`config.mk`:
```
export PLATFORM = sky130hd
export DESIGN_NAME = merger_output_buffer_flat
export DESIGN_NICKNAME = d
export VERILOG_FILES = /design/src/rtl/merger_output_buffer_if.sv /design/src/rtl/merger_output_buffer.sv /design/src/flat_wrapper.sv
export SDC_FILE = /design/constraint.sdc
export NUM_CORES = 2
export LEC_CHECK = 0
export ABC_AREA = 1
export CAP_MARGIN = 20
export CELL_PAD_IN_SITES_DETAIL_PLACEMENT = 1
export CELL_PAD_IN_SITES_GLOBAL_PLACEMENT = 2
export CORE_UTILIZATION = 42
export DETAILED_ROUTE_END_ITERATION = 6
export PLACE_DENSITY_LB_ADDON = 0.1
export SLEW_MARGIN = 15
export SYNTH_ARGS = -nofsm -noshare
export SYNTH_HDL_FRONTEND = slang
export SYNTH_SLANG_ARGS = --single-unit
```
`constraint.sdc`:
```
create_clock -name i_clk -period 78.5 [get_ports i_clk]
set_input_delay 15.7 -clock i_clk [delete_from_list [all_inputs] [get_ports i_clk]]
set_output_delay 15.7 -clock i_clk [all_outputs]
set_load 0.01 [all_outputs]
```
`src/rtl/merger_output_buffer_if.sv`:
```
// rtl/merger_output_buffer_if.sv - merger output buffer network/consumer bus
interface merger_output_buffer_if #(
  parameter int DATA_WIDTH = 128,
  parameter int DEPTH      = 8
);
  localparam int CNT_W = $clog2(DEPTH) + 1;

  // Upstream bitonic network side
  logic                    i_stall;
  logic [4*DATA_WIDTH-1:0] i_elems;
  logic                    i_switch_output;
  logic                    o_stall_req;

  // Downstream merge level side
  logic                    o_valid;
  logic                    i_ready;
  logic [4*DATA_WIDTH-1:0] o_data;
  logic                    o_last;

  // Status
  logic [CNT_W-1:0]        o_count;
  logic                    o_overflow;

  // Environment that drives the network outputs and consumes the head
  modport master (
    output i_stall, i_elems, i_switch_output, i_ready,
    input  o_stall_req, o_valid, o_data, o_last, o_count, o_overflow
  );

  // The buffer itself
  modport slave (
    input  i_stall, i_elems, i_switch_output, i_ready,
    output o_stall_req, o_valid, o_data, o_last, o_count, o_overflow
  );
endinterface

```
`src/rtl/merger_output_buffer.sv`:
```
// rtl/merger_output_buffer.sv - FWFT tuple FIFO with early upstream stall request
module merger_output_buffer #(
  parameter int DATA_WIDTH = 128,
  parameter int DEPTH      = 8,
  parameter int LATENCY    = 3
) (
  input logic                   i_clk,
  input logic                   i_rst_n,
  merger_output_buffer_if.slave bus
);
  localparam int PTR_W  = $clog2(DEPTH);
  localparam int CNT_W  = PTR_W + 1;
  localparam int TW     = 4 * DATA_WIDTH;
  // Stall once occupancy leaves room only for the in-flight tuples plus one
  localparam logic [CNT_W-1:0] STALL_THR = CNT_W'(DEPTH - LATENCY - 1);
  localparam logic [CNT_W-1:0] FULL_CNT  = CNT_W'(DEPTH);

  logic [TW-1:0]    mem_q [DEPTH];
  logic [DEPTH-1:0] last_q;

  logic [PTR_W-1:0] wr_ptr_q, rd_ptr_q;
  logic [CNT_W-1:0] count_q, count_d;
  logic             stall_req_q, overflow_q;

  logic wr_req, rd, full, wr;

  assign full   = (count_q == FULL_CNT);
  assign rd     = (count_q != '0) & bus.i_ready;
  assign wr_req = ~bus.i_stall;
  // A write into a full FIFO is still accepted when the head leaves this cycle
  assign wr     = wr_req & (~full | rd);

  // Next occupancy from the accepted write/read pair
  always_comb begin
    count_d = count_q;
    case ({wr, rd})
      2'b10:   count_d = count_q + 1'b1;
      2'b01:   count_d = count_q - 1'b1;
      default: count_d = count_q;
    endcase
  end

  // Control state: pointers, occupancy, registered stall request, sticky overflow
  always_ff @(posedge i_clk) begin
    if (!i_rst_n) begin
      wr_ptr_q    <= '0;
      rd_ptr_q    <= '0;
      count_q     <= '0;
      stall_req_q <= 1'b0;
      overflow_q  <= 1'b0;
    end else begin
      if (wr) wr_ptr_q <= wr_ptr_q + 1'b1;
      if (rd) rd_ptr_q <= rd_ptr_q + 1'b1;
      count_q     <= count_d;
      stall_req_q <= (count_d > STALL_THR);
      if (wr_req && full && !rd) overflow_q <= 1'b1;
    end
  end

  // Tuple storage; contents are deliberately left unreset
  always_ff @(posedge i_clk) begin
    if (i_rst_n && wr) begin
      mem_q[wr_ptr_q]  <= bus.i_elems;
      last_q[wr_ptr_q] <= bus.i_switch_output;
    end
  end

  assign bus.o_valid     = (count_q != '0);
  assign bus.o_data      = bus.o_valid ? mem_q[rd_ptr_q] : '0;
  assign bus.o_last      = bus.o_valid & last_q[rd_ptr_q];
  assign bus.o_count     = count_q;
  assign bus.o_stall_req = stall_req_q;
  assign bus.o_overflow  = overflow_q;
endmodule
```
`src/flat_wrapper.sv`:
```
// flat-port wrapper written by rule: the top's interface ports become plain ports
module merger_output_buffer_flat 
#(
  parameter int DATA_WIDTH = 128,
  parameter int DEPTH      = 8,
  parameter int LATENCY    = 3
)
  (i_clk, i_rst_n, bus_i_stall, bus_i_elems, bus_i_switch_output, bus_i_ready, bus_o_stall_req, bus_o_valid, bus_o_data, bus_o_last, bus_o_count, bus_o_overflow);
  merger_output_buffer_if #(.DATA_WIDTH(DATA_WIDTH), .DEPTH(DEPTH)) bus_i ();
  input logic i_clk;
  input logic i_rst_n;
  input wire logic [$bits(bus_i.i_stall)-1:0] bus_i_stall;
  input wire logic [$bits(bus_i.i_elems)-1:0] bus_i_elems;
  input wire logic [$bits(bus_i.i_switch_output)-1:0] bus_i_switch_output;
  input wire logic [$bits(bus_i.i_ready)-1:0] bus_i_ready;
  output wire logic [$bits(bus_i.o_stall_req)-1:0] bus_o_stall_req;
  output wire logic [$bits(bus_i.o_valid)-1:0] bus_o_valid;
  output wire logic [$bits(bus_i.o_data)-1:0] bus_o_data;
  output wire logic [$bits(bus_i.o_last)-1:0] bus_o_last;
  output wire logic [$bits(bus_i.o_count)-1:0] bus_o_count;
  output wire logic [$bits(bus_i.o_overflow)-1:0] bus_o_overflow;
  assign bus_i.i_stall = bus_i_stall;
  assign bus_i.i_elems = bus_i_elems;
  assign bus_i.i_switch_output = bus_i_switch_output;
  assign bus_i.i_ready = bus_i_ready;
  assign bus_o_stall_req = bus_i.o_stall_req;
  assign bus_o_valid = bus_i.o_valid;
  assign bus_o_data = bus_i.o_data;
  assign bus_o_last = bus_i.o_last;
  assign bus_o_count = bus_i.o_count;
  assign bus_o_overflow = bus_i.o_overflow;
  merger_output_buffer #(.DATA_WIDTH(DATA_WIDTH), .DEPTH(DEPTH), .LATENCY(LATENCY)) u_core (.i_clk(i_clk), .i_rst_n(i_rst_n), .bus(bus_i));
endmodule
```
* After elaboration in Yosys (flattened, before gate mapping)
Memories as Yosys holds them, arrays and structs flattened. A register that Yosys moved wholly into a read port is not among the register bits. Index checks and enable logic that the tools add are counted.
Storage, ports and cells: flip-flop bits (word level) 20, RAM bits 4096, input port bits 517, output and inout bits 520, logic and storage cells 41, memories 1
Memory list:
- u_core.mem_q | words 8, bits a word 512, rd ports 1, clocked after Yosys merged registers in 1, wr ports 1, RTL line merger_output_buffer.sv:18 | logic [TW-1:0] mem_q [DEPTH];
Operators by class: $add $sub $neg 4, $lt $le $gt $ge 4, equality and inequality tests 3, mux-type cells 11, bitwise gates (word level) 6, reduce and logical (&&, ||, !) cells 6
Operator list (number):
- $mux W512 | 1
- $bwmux W8 | 1
- $lt A3 B4 Y1 const B | 2
- $pmux W4 S2 | 1
- $add A3 B1 Y3 const B | 2
- $mux W3 | 2
- $add A4 B1 Y4 const B | 1
- $eq A4 B4 Y1 const B | 1
- $gt A4 B3 Y1 const B | 1
- $logic_and A1 B1 Y1 | 4
- $mux W1 | 4
- $reduce_bool A4 Y1 | 1
- $sub A4 B1 Y4 const B | 1
- $and A1 B1 Y1 | 3
- $bmux W1 S3 | 1
- $demux W1 S3 | 1
- $ge A3 B1 Y1 const B | 1
- $eq A2 B1 Y1 const B | 1
- $eq A2 B2 Y1 const B | 1
- $not A1 Y1 | 2
- $logic_not A1 Y1 | 1
- $or A1 B1 Y1 | 1

* Longest topological paths before layout
word-level depth 7, gate-level depth with buffers 14, gate-level depth less buffers 14

* Least setup slack after synthesis
Ideal clock, no wire load.
kind input -> register, start point input i_rst_n, end point register u_core.last_q[0] (enable), setup time 2.645 ns, arrival time 64.371 ns, path slack 11.484 ns, cell stages on the path 3, buffers on the path 1, path through clkbuf_1 -> inv_1 -> nor4_1
On the way: word-level cells in the longest chain between the ends 1
Ends and longest elaborated chain:
- start: declaration | RTL line flat_wrapper.sv:11 | input logic i_rst_n;
- $logic_and A1 B1 Y1 | RTL line merger_output_buffer.sv:62 | if (i_rst_n && wr) begin
- end signal: indexed assignment | RTL line merger_output_buffer.sv:64 | last_q[wr_ptr_q] <= bus.i_switch_output;
- end: declaration | RTL line merger_output_buffer.sv:19 | logic [DEPTH-1:0] last_q;
Every way passes these cells. A chain may end at the register's enable or synchronous reset.

==> impl_results.md <==
- Syn_nets: 12,268
- Pin slew with the least headroom to its limit: 1460 ps
- Initial antenna violation count: 183
- Reg power frac: a little over 40%
- Largest area contributor in the synthesized netlist: edfxtp_1
- Clk_skew: a little over 50 ps
- DR WL/cell: ~28 um
- Fmax: approximately 44 MHz
- Crit Path Max Fanout: approximately 240
- CP max-delay cell: buf_4
- Yosys cell types: 25
- Vias per cell: about 5.7
- Maximum vdd drop: about 0.023 mV
- Initial core utilization: between 40 and 50%
- Switching share of power: between 30% and 40%
- CP cell instances: buf_12, buf_4, buf_4, buf_12, o21ai_0, o22ai_1, o21ai_1, nor2_1, clkdlybuf4s50_1
- Setup Buffers After CTS: 0
- CTS-repair resized insts: 0
- Pleak: about 60 nW
- Setup crit end kind: primary output
- Post-route antenna net violation count: 0
- Layout cells sized above 1: roughly 6.0%
- DPL Wire Length: roughly 270,000 um
- Clock root cell: clkbuf_16
- CTS tree: yes
- Fin crit share: between 20% and 30%
- Hold_buf cts: 0
- Synth Warn #: 0
- TritonRoute pass-1 iters: 5
- Overall routing resource usage: roughly a quarter
- Synthesis-to-layout area growth: 18.3%
- Crit path launch type: flop
- WS Path Type: reg -> out
- Commonest non-fill, non-tap cell in the layout: edfxtp_1
- Post-synthesis register bit count: between 4,000 and 5,000
- Internal power: slightly above 4 mW
- Power Total: 5.96 mW
- Unrepaired setup endpoints after global routing: no
- Arr. time, crit path: 7090 ps
- H-tree levels: 5
- Largest net degree at the start of global routing: 255
- Site Rows: approximately 230
- Tmin final: approximately 23,000 ps
- Top-Level Pins: between 1,000 and 1,500
- Comb power frac: ~24%
- Psw: 1.81 mW
- DRC Markers: 0
- Crit path largest cell delay: between 900 and 1000 ps
- Cell Pwr Density: approximately 32 nW/um^2
- Most frequent cells in the layout: 4,104 x edfxtp_1, 3,090 x nor2_1, 2,272 x o21ai_0, 1,036 x clkdlybuf4s50_1, 863 x o22ai_1
- Post-Synthesis Cells: ~12,000
- Full die area: approximately 380,000 sq um
- Fin. max-slew vios: 0
- Die height: between 600 and 700 um
- Status: completed
- Max-cap violations: 0
- Multi-input gate area: ~31,000 sq um
- Initial detailed-routing violation count: 7,078
- Clock Tree Buf Depth: 4
- Routed WL: roughly 500,000 um
- Mapped Area: roughly 160,000 sq um
- Clock Power Share: 34.4%
- Grt total ovfl: 0
- GP Congestion: slightly below 0.8
- Mapped Avg Cell Area: between 10 and 15 sq um
- Min-delay worst type: reg -> reg
- FF/Latch Area: 124,000 sq um
- First-pass GRT wire length: 719,000 um
- Clock sinks: 4,119
- Final Hold Viols: 0
- TritonCTS buffer count: between 400 and 500
- Core area: 376,000 sq um
- Fin Setup TNS: 0 ps
- Synth area leaders: edfxtp_1 78%, nor2_1 7.3%, o21ai_0 7.2%
- Max-slew headroom: between 2 and 3%
- Final Setup Violations: 0
- Die width: between 600 and 700 um
- Nets: around 13,000
- CP required: 62,800 ps
- Filler instances: roughly 37,000
- Clock-pin slew on the worst setup and hold paths: approximately 60 ps
- # port buffers: about 1,000
- Top cell type's share of synthesized area: between 70 and 80%
- Vias in the first global route: between 100k and 150k
- Vias: about 100k
- Register area share after synthesis: 77.9%
- Clk_lat worst skew: 950 ps
through the flow:
| stage | std cells | setup WS (ps) | hold slack [ps] | util [%] | instance area [sq um] |
|---|---|---|---|---|---|
| final | 17982 | 55710 | 541 | 49.9 | 188000 |
| after global routing | 17960 | 55350 | 592 | 49.9 | 188000 |
| after CTS | 17896 | 55590 | 545 | 49.8 | 187000 |
| after detailed placement | 17079 | 56650 | 502 | 46.0 | 173000 |
| after global placement | 17079 | 56650 | 472 | 46.0 | 173000 |
| after floorplan | 11748 | 11480 | 462 | - | 159000 |
sequential cells by signal, summed over array words and instances, names as in the netlist, named ones only:
| register | flops |
|---|---|
| u_core.last_q | 8 |
| u_core.bus.o_stall_req | 1 |
| u_core.bus.o_count | 4 |
| u_core.rd_ptr_q | 3 |
| u_core.bus.o_overflow | 1 |
| u_core.mem_q | 4096 |
| u_core.wr_ptr_q | 3 |
cells by family after synthesis:
| group | Yosys count | synth area share (%) |
|---|---|---|
| AOI/OAI and AO/OA | 3599 | 12.2 |
| buffers and inverters | 876 | 2.43 |
| adders and majority gates | 3 | 0.0237 |
| and+or+nand+nor | 3151 | 7.48 |
| DFF | 4119 | 77.9 |
layer usage:
layer | GRT usage (%) | routed length [um]
met1 | 31.8 | 205000
met2 | 42.6 | 242000
met3 | 5.18 | 28400
met4 | 11.6 | 22100
met5 | 0 | 601
Yosys cell counts:
library cell,instances
clkbuf_1,561
buf_1,46
nor3_1,1
nand3_1,16
dfxtp_1,15
a21oi_1,4
inv_2,2
o21ai_1,295
o32ai_1,2
nand2_1,31
buf_6,17
o22ai_1,863
a31oi_1,163
buf_4,54
buf_8,1
nor4_1,2
nand4_1,3
inv_1,20
buf_2,174
ha_1,3
edfxtp_1,4104
clkinv_1,1
o21ai_0,2272
or2_2,1
nor2_1,3097
worst paths after layout:
check	startpoint	to	cells past startpoint	slack, ps
worst max register to register	u_core.bus.o_count[0]	u_core.mem_q[5][198]	8	73260
worst min register to register	u_core.rd_ptr_q[2]	flop	2	540
worst min-delay path	u_core.rd_ptr_q[2]	flop	2	540
worst max-delay path	flop	bus_o_data[191]	9	55710
worst max-delay path, delay by kind of cell, from the launching register on:
family | cells | cell delay, ps
and+or+nand+nor | 1 | 370
AOI/OAI and AO/OA | 3 | 550
buffers and inverters | 5 | 3590
DFF | 1 | 710
power groups by stage:
| stage | Sequential, mW | Combinational, mW | Clock (mW) |
|---|---|---|---|
| 3_5_place_dp | 2.52 | 1.44 | 0 |
| 3_3_place_gp | 2.52 | 1.41 | 0 |
| 6_report | 2.48 | 1.44 | 2.05 |
| 5_1_grt | 2.48 | 1.55 | 2.17 |
| 4_1_cts | 2.48 | 1.45 | 2.10 |
| 2_1_floorplan | 2.56 | 0.726 | 0 |
area by class of cell:
cell class	count	share of cell area, %
Clock buffer	545	6.22
Sequential cell	4119	65.9
Clock inverter	272	1.34
Inverter	23	0.0580
Antenna cell	80	0.107
Timing Repair Buffer	1196	6.40
Tap cell	4994	3.33
Multi-Input combinational cell	6753	16.7
Note: power is estimated with default switching activity, not from simulation.
